`src/rtl/cla_pkg.sv`:
```
// Shared types for the 64-bit carry-lookahead adder datapath.
package cla_pkg;
  localparam int CLA_WIDTH = 64;

  typedef struct packed {
    logic                 cout;
    logic [CLA_WIDTH-1:0] sum;
  } cla_result_t;
endpackage

```
`src/rtl/cla_fifo_ctrl.sv`:
```
// FIFO bookkeeping: pointers, occupancy, full/empty and handshake qualification.
module cla_fifo_ctrl #(
  parameter int DEPTH = 8,
  parameter int AW    = $clog2(DEPTH)
) (
  input  logic          clock,
  input  logic          reset,
  input  logic          sum_valid,
  input  logic          out_ready,
  output logic          wr,
  output logic          rd,
  output logic          drop,
  output logic [AW-1:0] wr_ptr,
  output logic [AW-1:0] rd_ptr,
  output logic [AW:0]   count,
  output logic          full,
  output logic          empty
);
  localparam logic [AW:0] FULL_CNT = DEPTH[AW:0];

  assign empty = (count == '0);
  assign full  = (count == FULL_CNT);

  // A read frees a slot, so a full buffer can still accept a write that cycle.
  // Everything is gated by reset so the reset cycle ignores inputs entirely.
  always_comb begin
    rd   = 1'b0;
    wr   = 1'b0;
    drop = 1'b0;
    if (!reset) begin
      rd   = out_ready & ~empty;
      wr   = sum_valid & (~full | rd);
      drop = sum_valid & ~wr;
    end
  end

  // Pointers wrap naturally at DEPTH (power of two); count tracks occupancy.
  always_ff @(posedge clock) begin
    if (reset) begin
      wr_ptr <= '0;
      rd_ptr <= '0;
      count  <= '0;
    end else begin
      if (wr) wr_ptr <= wr_ptr + 1'b1;
      if (rd) rd_ptr <= rd_ptr + 1'b1;
      case ({wr, rd})
        2'b10:   count <= count + 1'b1;
        2'b01:   count <= count - 1'b1;
        default: count <= count;
      endcase
    end
  end
endmodule

```
`src/rtl/cla_result_buffer.sv`:
```
// Registered result stage after the CLA: show-ahead FIFO of {cout, sum} plus
// saturating carry-out and drop statistics.
module cla_result_buffer
  import cla_pkg::*;
#(
  parameter int WIDTH = CLA_WIDTH,
  parameter int DEPTH = 8,
  parameter int CNT_W = 16
) (
  input  logic                     clock,
  input  logic                     reset,
  input  logic [WIDTH-1:0]         sum_in,
  input  logic                     cout_in,
  input  logic                     sum_valid,
  output logic [WIDTH:0]           out_data,
  output logic                     out_valid,
  input  logic                     out_ready,
  output logic                     full,
  output logic [$clog2(DEPTH):0]   count,
  output logic [CNT_W-1:0]         carry_cnt,
  output logic [CNT_W-1:0]         drop_cnt
);
  localparam int AW = $clog2(DEPTH);

  logic          wr, rd, drop, empty;
  logic [AW-1:0] wr_ptr, rd_ptr;
  logic [WIDTH:0] mem [DEPTH];

  cla_fifo_ctrl #(.DEPTH(DEPTH), .AW(AW)) u_ctrl (
    .clock     (clock),
    .reset     (reset),
    .sum_valid (sum_valid),
    .out_ready (out_ready),
    .wr        (wr),
    .rd        (rd),
    .drop      (drop),
    .wr_ptr    (wr_ptr),
    .rd_ptr    (rd_ptr),
    .count     (count),
    .full      (full),
    .empty     (empty)
  );

  // Storage needs no reset: out_valid masks stale entries.
  always_ff @(posedge clock) begin
    if (wr) mem[wr_ptr] <= {cout_in, sum_in};
  end

  // Show-ahead head entry; stays put until it is read.
  assign out_data  = mem[rd_ptr];
  assign out_valid = ~empty;

  // Saturating statistics; only accepted writes count carries, only rejected ones count drops.
  always_ff @(posedge clock) begin
    if (reset) begin
      carry_cnt <= '0;
      drop_cnt  <= '0;
    end else begin
      if (wr && cout_in && carry_cnt != '1) carry_cnt <= carry_cnt + 1'b1;
      if (drop && drop_cnt != '1)           drop_cnt  <= drop_cnt + 1'b1;
    end
  end
endmodule

```
`config.mk`:
```
export PLATFORM = sky130hd
export DESIGN_NAME = cla_result_buffer
export DESIGN_NICKNAME = d
export VERILOG_FILES = /design/src/rtl/cla_pkg.sv /design/src/rtl/cla_fifo_ctrl.sv /design/src/rtl/cla_result_buffer.sv
export SDC_FILE = /design/constraint.sdc
export NUM_CORES = 1
export LEC_CHECK = 0
export CORE_ASPECT_RATIO = 1.25
export CORE_MARGIN = 2
export CORE_UTILIZATION = 40
export DETAILED_ROUTE_END_ITERATION = 16
export GPL_ROUTABILITY_DRIVEN = 0
export GPL_TIMING_DRIVEN = 0
export PLACE_DENSITY_LB_ADDON = 0.1
export SLEW_MARGIN = 10
export SYNTH_ARGS = -nofsm -noshare
export SYNTH_HDL_FRONTEND = slang
export SYNTH_SLANG_ARGS = --single-unit
```
`constraint.sdc`:
```
create_clock -name clock -period 8.55 [get_ports clock]
set_input_delay 0.855 -clock clock [delete_from_list [all_inputs] [get_ports clock]]
set_output_delay 0.855 -clock clock [all_outputs]
set_load 0.05 [all_outputs]
```
==> run metrics <==
Mapped Cells=~1.0k; GRT Resource Usage Total=around 17%; Hold-fix buffers, CTS=0; CP arrival=3770 ps; WHS Path Cells=2; final setup vio count=0; WL final=approximately 48 mm; syn_nets=about 1.1k; PwrDens=234.7 nW/um^2; DRT iter0 DRCs=roughly 670; status=complete, no violations; final period utilization=a little over half; worst reg2reg path depth=11; Final Hold Slack=between 400 and 500 ps; first-pass GRT wire length=72.28 mm; power consumption=approximately 6300 uW; vias per cell=approximately 5; # Post-CTS Setup Buffers=0; antenna cell count=0; P&R area growth vs syn=24.18%; largest net degree at the start of global routing=17; share of cells above drive strength 1=approximately 29%; maximum buffer depth of the clock tree=3; post-CTS sizing=0; LEAKAGE=around 0.0085 uW; gr ovfl total=0; slew margin rel.=between 20 and 30%; Setup WS post-layout=slightly below 4000 ps; Residual DRC=0; H-tree depth=2; Clk Tree Root Cell=clkbuf_16; CTS tree=built; core outline area=approximately 54000 um^2; Slew Viols, Final=0; CP Cell Sequence=clkbuf_1 -> clkbuf_1 -> buf_2 -> mux4_2 -> mux2_2 -> clkdlybuf4s50_1; worst-path fanout max=10; Avg Synthesized Cell Area=~21 um^2; Ys Warns=0; min-delay worst type=flop to flop; critical path startpoint category=flop; Final min period=around 4600 ps; initial core utilization=about 40%; fin nets=between 1k and 1.5k; Async S/R FF share, synth=0%; WP data required=between 7000 and 8000 ps; die height=264.5 um; Worst Setup End Kind=output port; f_max=approximately 220 MHz; RSZ-0062 raised after global routing=no; wire per inst=~23 um; reg2reg setup slack=about 5200 ps; Vias=about 11k; #FFs+latches synth=565; top_reg_cell synth=edfxtp_1; post-synth cell types=between 40 and 50; CP most frequent cell=clkbuf_1; kind of critical path=flop to output port; IO Port Bufs=between 150 and 200; Final Hold Vio Count=0; Design Area, Final=roughly 27000 um^2; sequential area share after synthesis=~76%; Max Cap Viol=0; initial antenna violation count=4; 1st-pass router iterations=4; Num CTS Buffers=between 50 and 60; Placed Area=25110 um^2; Worst path max stage delay=~800 ps; clock net sink count=around 570; number of flops mapped to enable cells by yosys=520; Worst Min Path Start=u_ctrl.rd_ptr[1]$_SDFFE_PP0P_; I/O pin cnt=around 170; Worst-Skew Late Latency=600 ps; die area=56190 um^2; post-detailed-route count of antenna-violating nets=0; hpwl dp=between 30 and 40 mm; Final Skew=14.15 ps; vias in the first global route=roughly 11k; maximum vdd drop=0.1462 mV; Slew @ Worst Pin=roughly 1100 ps; Reg2Reg Launch Point=u_ctrl.count[0]$_SDFFE_PP0P_; slowest CP cell=clkdlybuf4s50_1; Rows=95; clock slew at the register clock pins of the worst setup and hold paths=~60 ps; DP Worst Slack=roughly 4300 ps; synthesized cell area=approximately 22000 um^2; setup TNS=0 ps; Die Width=around 210 um
## worst max-delay path, delay by kind of cell (launching register included)
family | cells | cell delay (ps)
buffers and inverters | 4 | 2040
DFF | 1 | 320
muxes | 2 | 820
## metrics by stage
step	std cells	util [%]
floorplan	1015	-
global placement	1913	45.31
detailed placement	1984	46.74
CTS	2086	50.20
global route	2086	50.20
finish	2086	50.20
## power by group
part	switching, uW	leakage, uW	internal (uW)	total [uW]
combinational	446	0.00252	335	781
sequential	12.2	0.00506	3060	3070
clock	1040	0.000905	1440	2480
## cells in the final DEF (no fill, tap or decap), drive strengths merged, types with 15 or more instances in the layout
master	instances
buf	90
clkbuf	92
clkdlybuf4s50	171
clkinv	26
dfxtp	45
edfxtp	520
mux2	66
mux4	130
nand2	18
nand3	18
nor2	40
xnor2	15
xor2	18
## cells by family (layout without fill, tap and decap cells)
| logic type | Yosys count | in the layout | share of synthesized area, % |
|---|---|---|---|
| simple gates | 137 | 137 | 3.583 |
| flops | 565 | 565 | 76.05 |
| xor+xnor | 33 | 33 | 1.331 |
| mux | 197 | 197 | 16.95 |
| buf+inv | 56 | 400 | 1.141 |
| compound gates | 20 | 20 | 0.5472 |
| fa+ha+maj | 7 | 7 | 0.4033 |
## state kept, by name, indices dropped and copies added, names as in the netlist, named ones only
signal / count
mem: 520
carry_cnt: 16
drop_cnt: 16
u_ctrl.count: 4
u_ctrl.rd_ptr: 3
u_ctrl.wr_ptr: 3
## routing by layer
metal	GRT usage (%)	up-vias	routed length [um]
li1	-	4794	-
met1	24.04	5586	21400
met2	28.23	232	23090
met3	3.862	69	2424
met4	4.498	8	947
met5	0	-	57
## synthesized netlist by cell type, types with 2 or more instances
cell type | n | area [um^2]
buf_1 | 4 | 15.01
nor4b_1 | 2 | 17.52
nand2b_1 | 2 | 12.51
nor3_1 | 10 | 50.05
nand2_1 | 18 | 67.56
nor3b_1 | 4 | 30.03
nor4_1 | 3 | 18.77
xnor2_1 | 15 | 131.4
ha_1 | 7 | 87.58
o31ai_1 | 2 | 15.01
nand4_1 | 13 | 81.33
nand3_1 | 16 | 80.08
clkbuf_1 | 30 | 112.6
dfxtp_1 | 45 | 900.9
or4_1 | 2 | 15.01
and2_1 | 2 | 12.51
edfxtp_1 | 520 | 15610
nand3_2 | 2 | 20.02
buf_2 | 12 | 60.06
o21ai_0 | 4 | 20.02
xor2_1 | 18 | 157.7
and4_1 | 3 | 26.28
and3_1 | 6 | 37.54
a21o_1 | 2 | 15.01
nor2_1 | 39 | 146.4
a21oi_1 | 9 | 45.04
nor3_4 | 2 | 32.53
mux2_2 | 65 | 732.0
nor4_2 | 3 | 37.54
buf_6 | 3 | 33.78
mux4_2 | 130 | 2928
nor2b_1 | 3 | 18.77
inv_1 | 6 | 22.52
## cell type report
cell class	instances	area (um^2)
sequential	565	16520
inverter	7	26.28
clock inverter	40	391.6
tap	727	909.6
fill	4455	26760
clock buffer	62	1465
multi-input combinational	394	5009
timing repair buffer	242	2431
buffer	49	221.5
## final timing paths
check,to
max,out_data[13]
min,flop
max reg2reg,mem[0][47]$_DFFE_PP_
min reg2reg,flop
(Power assumes the default switching activity.)
